==> config.mk <==
export PLATFORM = sky130hd
export DESIGN_NAME = light_level_sequencer
export DESIGN_NICKNAME = d
export VERILOG_FILES = /design/src/rtl/light_level_sequencer.sv
export SDC_FILE = /design/constraint.sdc
export NUM_CORES = 1
export LEC_CHECK = 0
export ABC_AREA = 1
export BUFFER_PORTS_ARGS = -buffer_cell sky130_fd_sc_hd__buf_4
export CORE_MARGIN = 5
export CORE_UTILIZATION = 30
export CTS_BUF_LIST = sky130_fd_sc_hd__clkbuf_4 sky130_fd_sc_hd__clkbuf_8
export CTS_CLUSTER_DIAMETER = 30
export DETAILED_ROUTE_END_ITERATION = 10
export GPL_ROUTABILITY_DRIVEN = 0
export SKIP_LAST_GASP = 1
export SYNTH_ARGS = -nofsm -noshare
export SYNTH_HDL_FRONTEND = slang
export SYNTH_SLANG_ARGS = --single-unit
==> constraint.sdc <==
create_clock -name clk -period 3.3 [get_ports clk]
set_input_delay 0.495 -clock clk [delete_from_list [all_inputs] [get_ports clk]]
set_output_delay 0.495 -clock clk [all_outputs]
set_load 0.005 [all_outputs]
==> src/rtl/light_level_sequencer.sv <==
// Level Up board game-play controller: generates and scrolls the three lane patterns,
// scores strikes against the hit zone (bit 0) and runs the level/speed state machine.
//
// state | meaning
// IDLE  | waiting for the first start after reset
// PLAY  | lanes scrolling, strikes being scored each tick
// LVLUP | single cycle: bump level, clear lanes and window timer
// OVER  | miss limit reached; everything frozen until start
module light_level_sequencer #(
  parameter int unsigned TICK_BASE      = 25000000,
  parameter int unsigned HITS_PER_LEVEL = 8,
  parameter int unsigned MAX_MISSES     = 4
) (
  input  logic        clk,
  input  logic        reset,
  input  logic        start,
  input  logic        hit,
  input  logic [15:0] seed,
  output logic [16:0] l1,
  output logic [16:0] l2,
  output logic [16:0] l3,
  output logic [1:0]  select,
  output logic [1:0]  level,
  output logic [7:0]  score,
  output logic [2:0]  misses,
  output logic        playing,
  output logic        game_over
);

  localparam int CW = $clog2(TICK_BASE);
  localparam logic [CW-1:0] LAST_L1 = CW'(TICK_BASE - 1);
  localparam logic [CW-1:0] LAST_L2 = CW'((TICK_BASE >> 1) - 1);
  localparam logic [CW-1:0] LAST_L3 = CW'((TICK_BASE >> 2) - 1);
  localparam logic [7:0]  HPL       = 8'(HITS_PER_LEVEL);
  localparam logic [2:0]  MISS_MAX  = 3'(MAX_MISSES);
  localparam logic [15:0] LFSR_INIT = 16'hACE1;

  localparam logic [1:0] S_IDLE  = 2'd0;
  localparam logic [1:0] S_PLAY  = 2'd1;
  localparam logic [1:0] S_LVLUP = 2'd2;
  localparam logic [1:0] S_OVER  = 2'd3;

  logic [1:0]    state, state_nx;
  logic [CW-1:0] cnt, cnt_last;
  logic [15:0]   lfsr, lfsr_nx;
  logic [7:0]    hits, hits_nx, score_nx;
  logic [2:0]    misses_nx;
  logic          strike, strike_now, tick, target, good, bad;

  always_comb begin
    unique case (level)
      2'd2:    cnt_last = LAST_L2;
      2'd3:    cnt_last = LAST_L3;
      default: cnt_last = LAST_L1;
    endcase
  end

  // A strike on the tick cycle itself still belongs to the window that is closing.
  assign tick       = (state == S_PLAY) && (cnt == cnt_last);
  assign strike_now = strike | hit;
  assign target     = l1[0] | (level[1] & l2[0]) | ((level == 2'd3) & l3[0]);
  assign good       = tick & target & strike_now;
  assign bad        = tick & (target ^ strike_now);
  assign lfsr_nx    = {lfsr[14:0], lfsr[15] ^ lfsr[13] ^ lfsr[12] ^ lfsr[10]};

  assign score_nx  = (good && score != 8'hFF) ? score + 8'd1 : score;
  assign hits_nx   = (good && hits != HPL) ? hits + 8'd1 : hits;
  assign misses_nx = (bad && misses != MISS_MAX) ? misses + 3'd1 : misses;

  always_comb begin
    state_nx = state;
    unique case (state)
      S_IDLE, S_OVER: if (start) state_nx = S_PLAY;
      S_PLAY: begin
        if (tick) begin
          if (misses_nx == MISS_MAX)
            state_nx = S_OVER;
          else if (hits_nx == HPL && level != 2'd3)
            state_nx = S_LVLUP;
        end
      end
      S_LVLUP: state_nx = S_PLAY;
      default: state_nx = S_IDLE;
    endcase
  end

  always_ff @(posedge clk) begin
    if (reset) begin
      state     <= S_IDLE;
      cnt       <= '0;
      lfsr      <= LFSR_INIT;
      hits      <= '0;
      strike    <= 1'b0;
      l1        <= '0;
      l2        <= '0;
      l3        <= '0;
      select    <= '0;
      level     <= '0;
      score     <= '0;
      misses    <= '0;
      playing   <= 1'b0;
      game_over <= 1'b0;
    end else begin
      state     <= state_nx;
      playing   <= (state_nx == S_PLAY) || (state_nx == S_LVLUP);
      game_over <= (state_nx == S_OVER);
      unique case (state)
        S_IDLE, S_OVER: begin
          if (start) begin
            lfsr   <= (seed == 16'h0000) ? LFSR_INIT : seed;
            level  <= 2'd1;
            select <= 2'b00;
            score  <= '0;
            misses <= '0;
            hits   <= '0;
            strike <= 1'b0;
            cnt    <= '0;
            l1     <= '0;
            l2     <= '0;
            l3     <= '0;
          end
        end
        S_PLAY: begin
          score  <= score_nx;
          misses <= misses_nx;
          hits   <= hits_nx;
          if (tick) begin
            cnt    <= '0;
            strike <= 1'b0;
            l1     <= {lfsr[0], l1[16:1]};
            l2     <= level[1] ? {lfsr[5], l2[16:1]} : 17'd0;
            l3     <= (level == 2'd3) ? {lfsr[10], l3[16:1]} : 17'd0;
            lfsr   <= lfsr_nx;
          end else begin
            cnt <= cnt + CW'(1);
            if (hit) strike <= 1'b1;
          end
        end
        S_LVLUP: begin
          level  <= level + 2'd1;
          select <= {level == 2'd2, 1'b1};
          hits   <= '0;
          strike <= 1'b0;
          cnt    <= '0;
          l1     <= '0;
          l2     <= '0;
          l3     <= '0;
        end
        default: ;
      endcase
    end
  end

endmodule

# Word-level counts from Yosys, hierarchy flattened
# Cells that the tools add are included.
# totals
ff_bits	120
wordCells	105
output_inout_bits	68
# op_classes
muxes	38
n_reduce_logical	17
n_bitwise	12
n_eq_ne	19
addsub	5
# ops
cell	count
one-hot mux 17 bit (3 select lines)	3
two-way mux 17 bit	6
one-hot mux 25 bit (3 select lines)	1
two-way mux 25 bit	2
one-hot mux 25 bit (2 select lines)	1
two-way mux 16 bit	3
one-hot mux 16 bit (2 select lines)	1
adder 25 x 1 -> 25 bit (second input constant)	1
equality test 25 bit	1
two-way mux 8 bit	3
one-hot mux 8 bit (3 select lines)	1
adder 8 x 1 -> 8 bit (second input constant)	2
logical NOT 16 bit	1
one-hot mux 8 bit (2 select lines)	1
equality test 2 bit (second input constant)	6
two-way mux 2 bit	6
equality test 8 x 4 -> 1 bit (second input constant)	1
!= test 8 x 4 -> 1 bit (second input constant)	1
!= test 8 bit (second input constant)	1
one-hot mux 2 bit (2 select lines)	2
AND reduction 2 bit	4
two-way mux 3 bit	2
!= test 2 bit (second input constant)	3
!= test 3 bit (second input constant)	2
other kinds (18)	36

# Logic depth before layout (Yosys ltp)
# logic_depth
ltp_word	16
ltp_mapped	24
depth_no_buf	24

# Worst setup path before layout
# OpenSTA, ideal clock, no wires.
# synth_path
path_kind	flip-flop to flip-flop
start	reg level[0]
end	reg playing
n_path_buf	1
slack_ns	0.844
path_stages_with_launch	23
t_arrival_ns	2.328
synth_period_minus_slack_ns	2.456
setup_time_ns	0.128
t_required_ns	3.172
path_cell_list	dfxtp_1 -> inv_1 -> ha_1 -> inv_1 -> nand2_1 -> nand2_1 -> nand2_1 -> nor2_1 -> nand2_1 -> nor2_4 -> nand4_2 -> buf_6 -> nand2_1 -> nand3_1 -> nor3_2 -> nand2_1 -> nand2_1 -> nand2_1 -> nand2_1 -> nand2_1 -> ha_1 -> inv_1 -> nor2_1
# synth_between
elab_chain_len	16
word_cells_on_any_way	26
# synth_rtl
element	line_no	text
start, declared	23	output logic [1:0] level,
start signal, assigned	140	level <= level + 2'd1;
equality test 2 bit (on tied branches)	51, 61	
one-hot mux 25 bit (2 select lines)	51	unique case (level)
equality test 25 bit	59	assign tick = (state == S_PLAY) && (cnt == cnt_last);
logical AND 1 bit	59	
bitwise AND 1 bit (2 in a row)	62	assign good = tick & target & strike_now;
logical AND 1 bit	67	assign hits_nx = (good && hits != HPL) ? hits + 8'd1 : hits;
two-way mux 8 bit	67	
equality test 8 x 4 -> 1 bit	78	else if (hits_nx == HPL && level != 2'd3)
logical AND 1 bit	78	
two-way mux 2 bit	78	
two-way mux 2 bit	76	if (misses_nx == MISS_MAX)
two-way mux 2 bit (*)	75	if (tick) begin
one-hot mux 2 bit (3 select lines) (*)	72	unique case (state)
equality test 2 x 1 -> 1 bit or equality test 2 bit (tied branches)	105	playing <= (state_nx == S_PLAY) || (state_nx == S_LVLUP);
logical OR 1 bit (*)	105	
end signal, assigned	105	
end, declared	26	output logic playing,
# Every way passes the cells marked *; elsewhere a longest branch is shown, timed or not.
# A chain may end at the register's enable or synchronous reset.

# Worst setup path after layout
# layout_path
start	reg level[1]
end	reg playing
# The elaborated chain is that of the path after synthesis.

==> impl_metrics.yaml <==
floorplanning:
  row_count: 51
  initial_core_util: 0.304
  fp.dieArea_sq_um: 22700
  die_h_microns: 151
  die_width_microns: 151
  ios: 88
  coreArea_sq_um: 19500
drt:
  routedWlPerCell_microns: 13.8
  drc_errors: 0
  ant_nets: 0
  drt_first_pass_iters: 5
  routed-via-count: 5605
  drtIter0Drc: 379
  drt-total-wl_mm: 16.2
  via_per_inst: 4.77
grt:
  gr-total-overflow: 0
  grt_max_degree: 37
  grt_pass1_vias: 5279
  grt_antenna_before_repair: 0
  grt_use_total: 0.148
  grt_pass1_wl_mm: 27.1
clock_network:
  numCtsBuffers: 17
  cts_max_level: 4
  ctsHoldBuffers: 0
  cts_tree: "done"
  clkLatencyLatePin_ps: 450
  cts_buffer_depth: 2
  clockRootBuffer: "clkbuf_8"
  clk_pin_slew_worst_paths_ps: 80
  post_cts_resized: 0
  post-cts-setup-buffer-count: 0
  clock-sinks: 120
critical_path:
  critPathLaunchType: "flip-flop"
  critPathMaxStageDelay_ps: 430
  cp_slowest_cell: "dfxtp_1"
  endpoint_kind: "flip-flop"
  critical_path.cell_chain: "ha_1 > buf_4 > nor2_2 > nand2_1 > nand2_1 > nor2_1 > nand2_1 > nor2_4 > nand4_2 > nand2_1 > nand2_1 > nor2_1 > nand2_1 > nor2_1 > nand2_1 > nand2_1 > nand2_1 > nand2_1 > nand2_1 > ha_1 > inv_1 > nor2_1"
  critPathRequiredTime_ps: 3620
  cpMostUsedCell: "nand2_1"
  worst-setup-path-type: "reg -> reg"
  cp.arrival_ps: 3200
  critPathMaxFanout: 12
  r2r_setup_slack_ps: 420
power_and_ir_drop:
  p_leak_nw: 2.87
  ir_drop_mv: 0.305
  powerDensity_nw_per_um2: 452
  power_mw: 3.30
sta:
  finalSetupViolations: 0
  fmax_ghz: 0.347
  holdWs_ps: 334
  slew-limit-headroom: 0.594
  fin_crit_sh: 0.873
  fin_ws_ps: 419
  hold_viol: 0
  worstMarginPinSlew_ps: 603
  rsz0062_at_grt: "false"
  fin_skew_ps: 9.39
  drv_slew: 0
  totalNegativeSetupSlack_ps: 0
  min_period_ps: 2880
placement:
  dp_slack_ps: 439
  io_buffers: 87
  postPlaceCellArea_sq_um: 6840
  dp_hpwl_mm: 12.0
  dp.cells: 1144
synth:
  netlist_top_cells_area: "dfxtp_1 (41%), nand2_1 (12%), inv_1 (5.8%)"
  synthTopCellsByCount: "nand2_1 (184), dfxtp_1 (120), inv_1 (92)"
  syn_inst: 814
  synthArstFlopShare: 0
  synth_sequential_area_ratio: 0.405
  yosysTopAreaCell: "dfxtp_1"
  synth_top_area_share: 0.405
  syn_area_per_cell_sq_um: 7.28
  synth_fp_nets: 846
  ys.flop_type: "dfxtp_1"
  ys_warn_count: 0
  synth.most_common_cell: "nand2_1"
  netlist_area_sq_um: 5930
  synth_cell_types: 50
  ys_ff_latch: 120
  synth-edff-count: 0
status:
  status: "finished, final reports clean"
final_layout:
  drive_gt1_frac: 0.192
  nets: 930
  syn_to_final_growth_pct: 22.9
  post-route-util: 0.374
  antennaDiodeCount: 0
  fin_area_sq_um: 7280
  final_cells: 1176
run:
  maxCapViolations: 0
worst_hold_path:
  min_path_type: "in -> reg"
final timing paths:
check | from | end | cells past startpoint
max | level[1]$_SDFFE_PP0P_ | playing$_SDFF_PP0_ | 22
max reg2reg | level[1]$_SDFFE_PP0P_ | playing$_SDFF_PP0_ | 22
min | seed[14] | lfsr[14]$_SDFFE_PP0P_ | 3
min reg2reg | lfsr[11]$_SDFFE_PP1P_ | lfsr[12]$_SDFFE_PP0P_ | 2
registers in the layout, summed over array words and instances, names as in the netlist, 2 cells and up:
name	count
l3	17
misses	3
level	2
select	2
l2	17
hits	8
lfsr	16
l1	17
cnt	25
score	8
state	2
cell families (layout without fill, tap and decap cells):
family	Yosys count	count (layout)	share of synthesized area
DFF	120	120	0.405
adders and majority gates	12	12	0.0253
AOI/OAI and AO/OA	161	161	0.168
xor gates and xnor gates	21	21	0.0310
and+or+nand+nor	356	356	0.272
buffers and inverters	144	241	0.0984
critical path, delay by kind of cell (launching register included):
| family | cells | cell delay (ps) |
|---|---|---|
| adders and majority gates | 2 | 450 |
| buffers and inverters | 2 | 250 |
| DFF | 1 | 430 |
| and+or+nand+nor | 18 | 1620 |
cell type report:
type                            instances  area, sq um
Timing Repair Buffer                  101          758
Clock inverter                         14          195
Tap cell                              265          332
Clock buffer                           18          248
Multi-Input combinational cell        550         2940
Sequential cell                       120         2400
Inverter                              108          409
Fill cell                            2081        12200
cells in the final DEF (no fill, tap or decap), types with 2 or more instances in the layout:
cell       instances
bufinv_16          4
nor2_1            68
nor2_4             4
nand2_1          184
nand4_1            9
o21ai_0           40
a32o_1            12
a31oi_1           10
buf_4            101
nand2_2            5
clkinv_1           2
inv_1             92
a211oi_1           4
o21ai_1            5
nor4_1             6
a21oi_1           49
a21oi_2            2
ha_1              12
inv_6              3
nor4_2             2
nand3_1           37
or4_1              2
o22ai_1           21
xor2_1            16
xnor2_1            5
clkbuf_8          18
nor3_1            22
o32ai_1            6
clkinv_2           4
nor3b_1            4
inv_2             12
clkinv_4           3
dfxtp_1          120
nand3_2            2
o311ai_0           2
o221ai_1           2
nor2_2             6
routing by layer:
layer,up-vias,share of wire,track usage
li1,2881,-,-
met4,0,0.013,0.0421
met3,20,0.065,0.0527
met1,2580,0.48,0.197
met5,-,0,0
met2,124,0.44,0.225
power by group:
part / total [mW] / switching [mW] / internal, mW
clock network: 1.48 / 0.633 / 0.848
registers: 1.52 / 0.0320 / 1.49
logic: 0.290 / 0.184 / 0.106
total: 3.30 / 0.849 / 2.45
(Power assumes the default switching activity.)
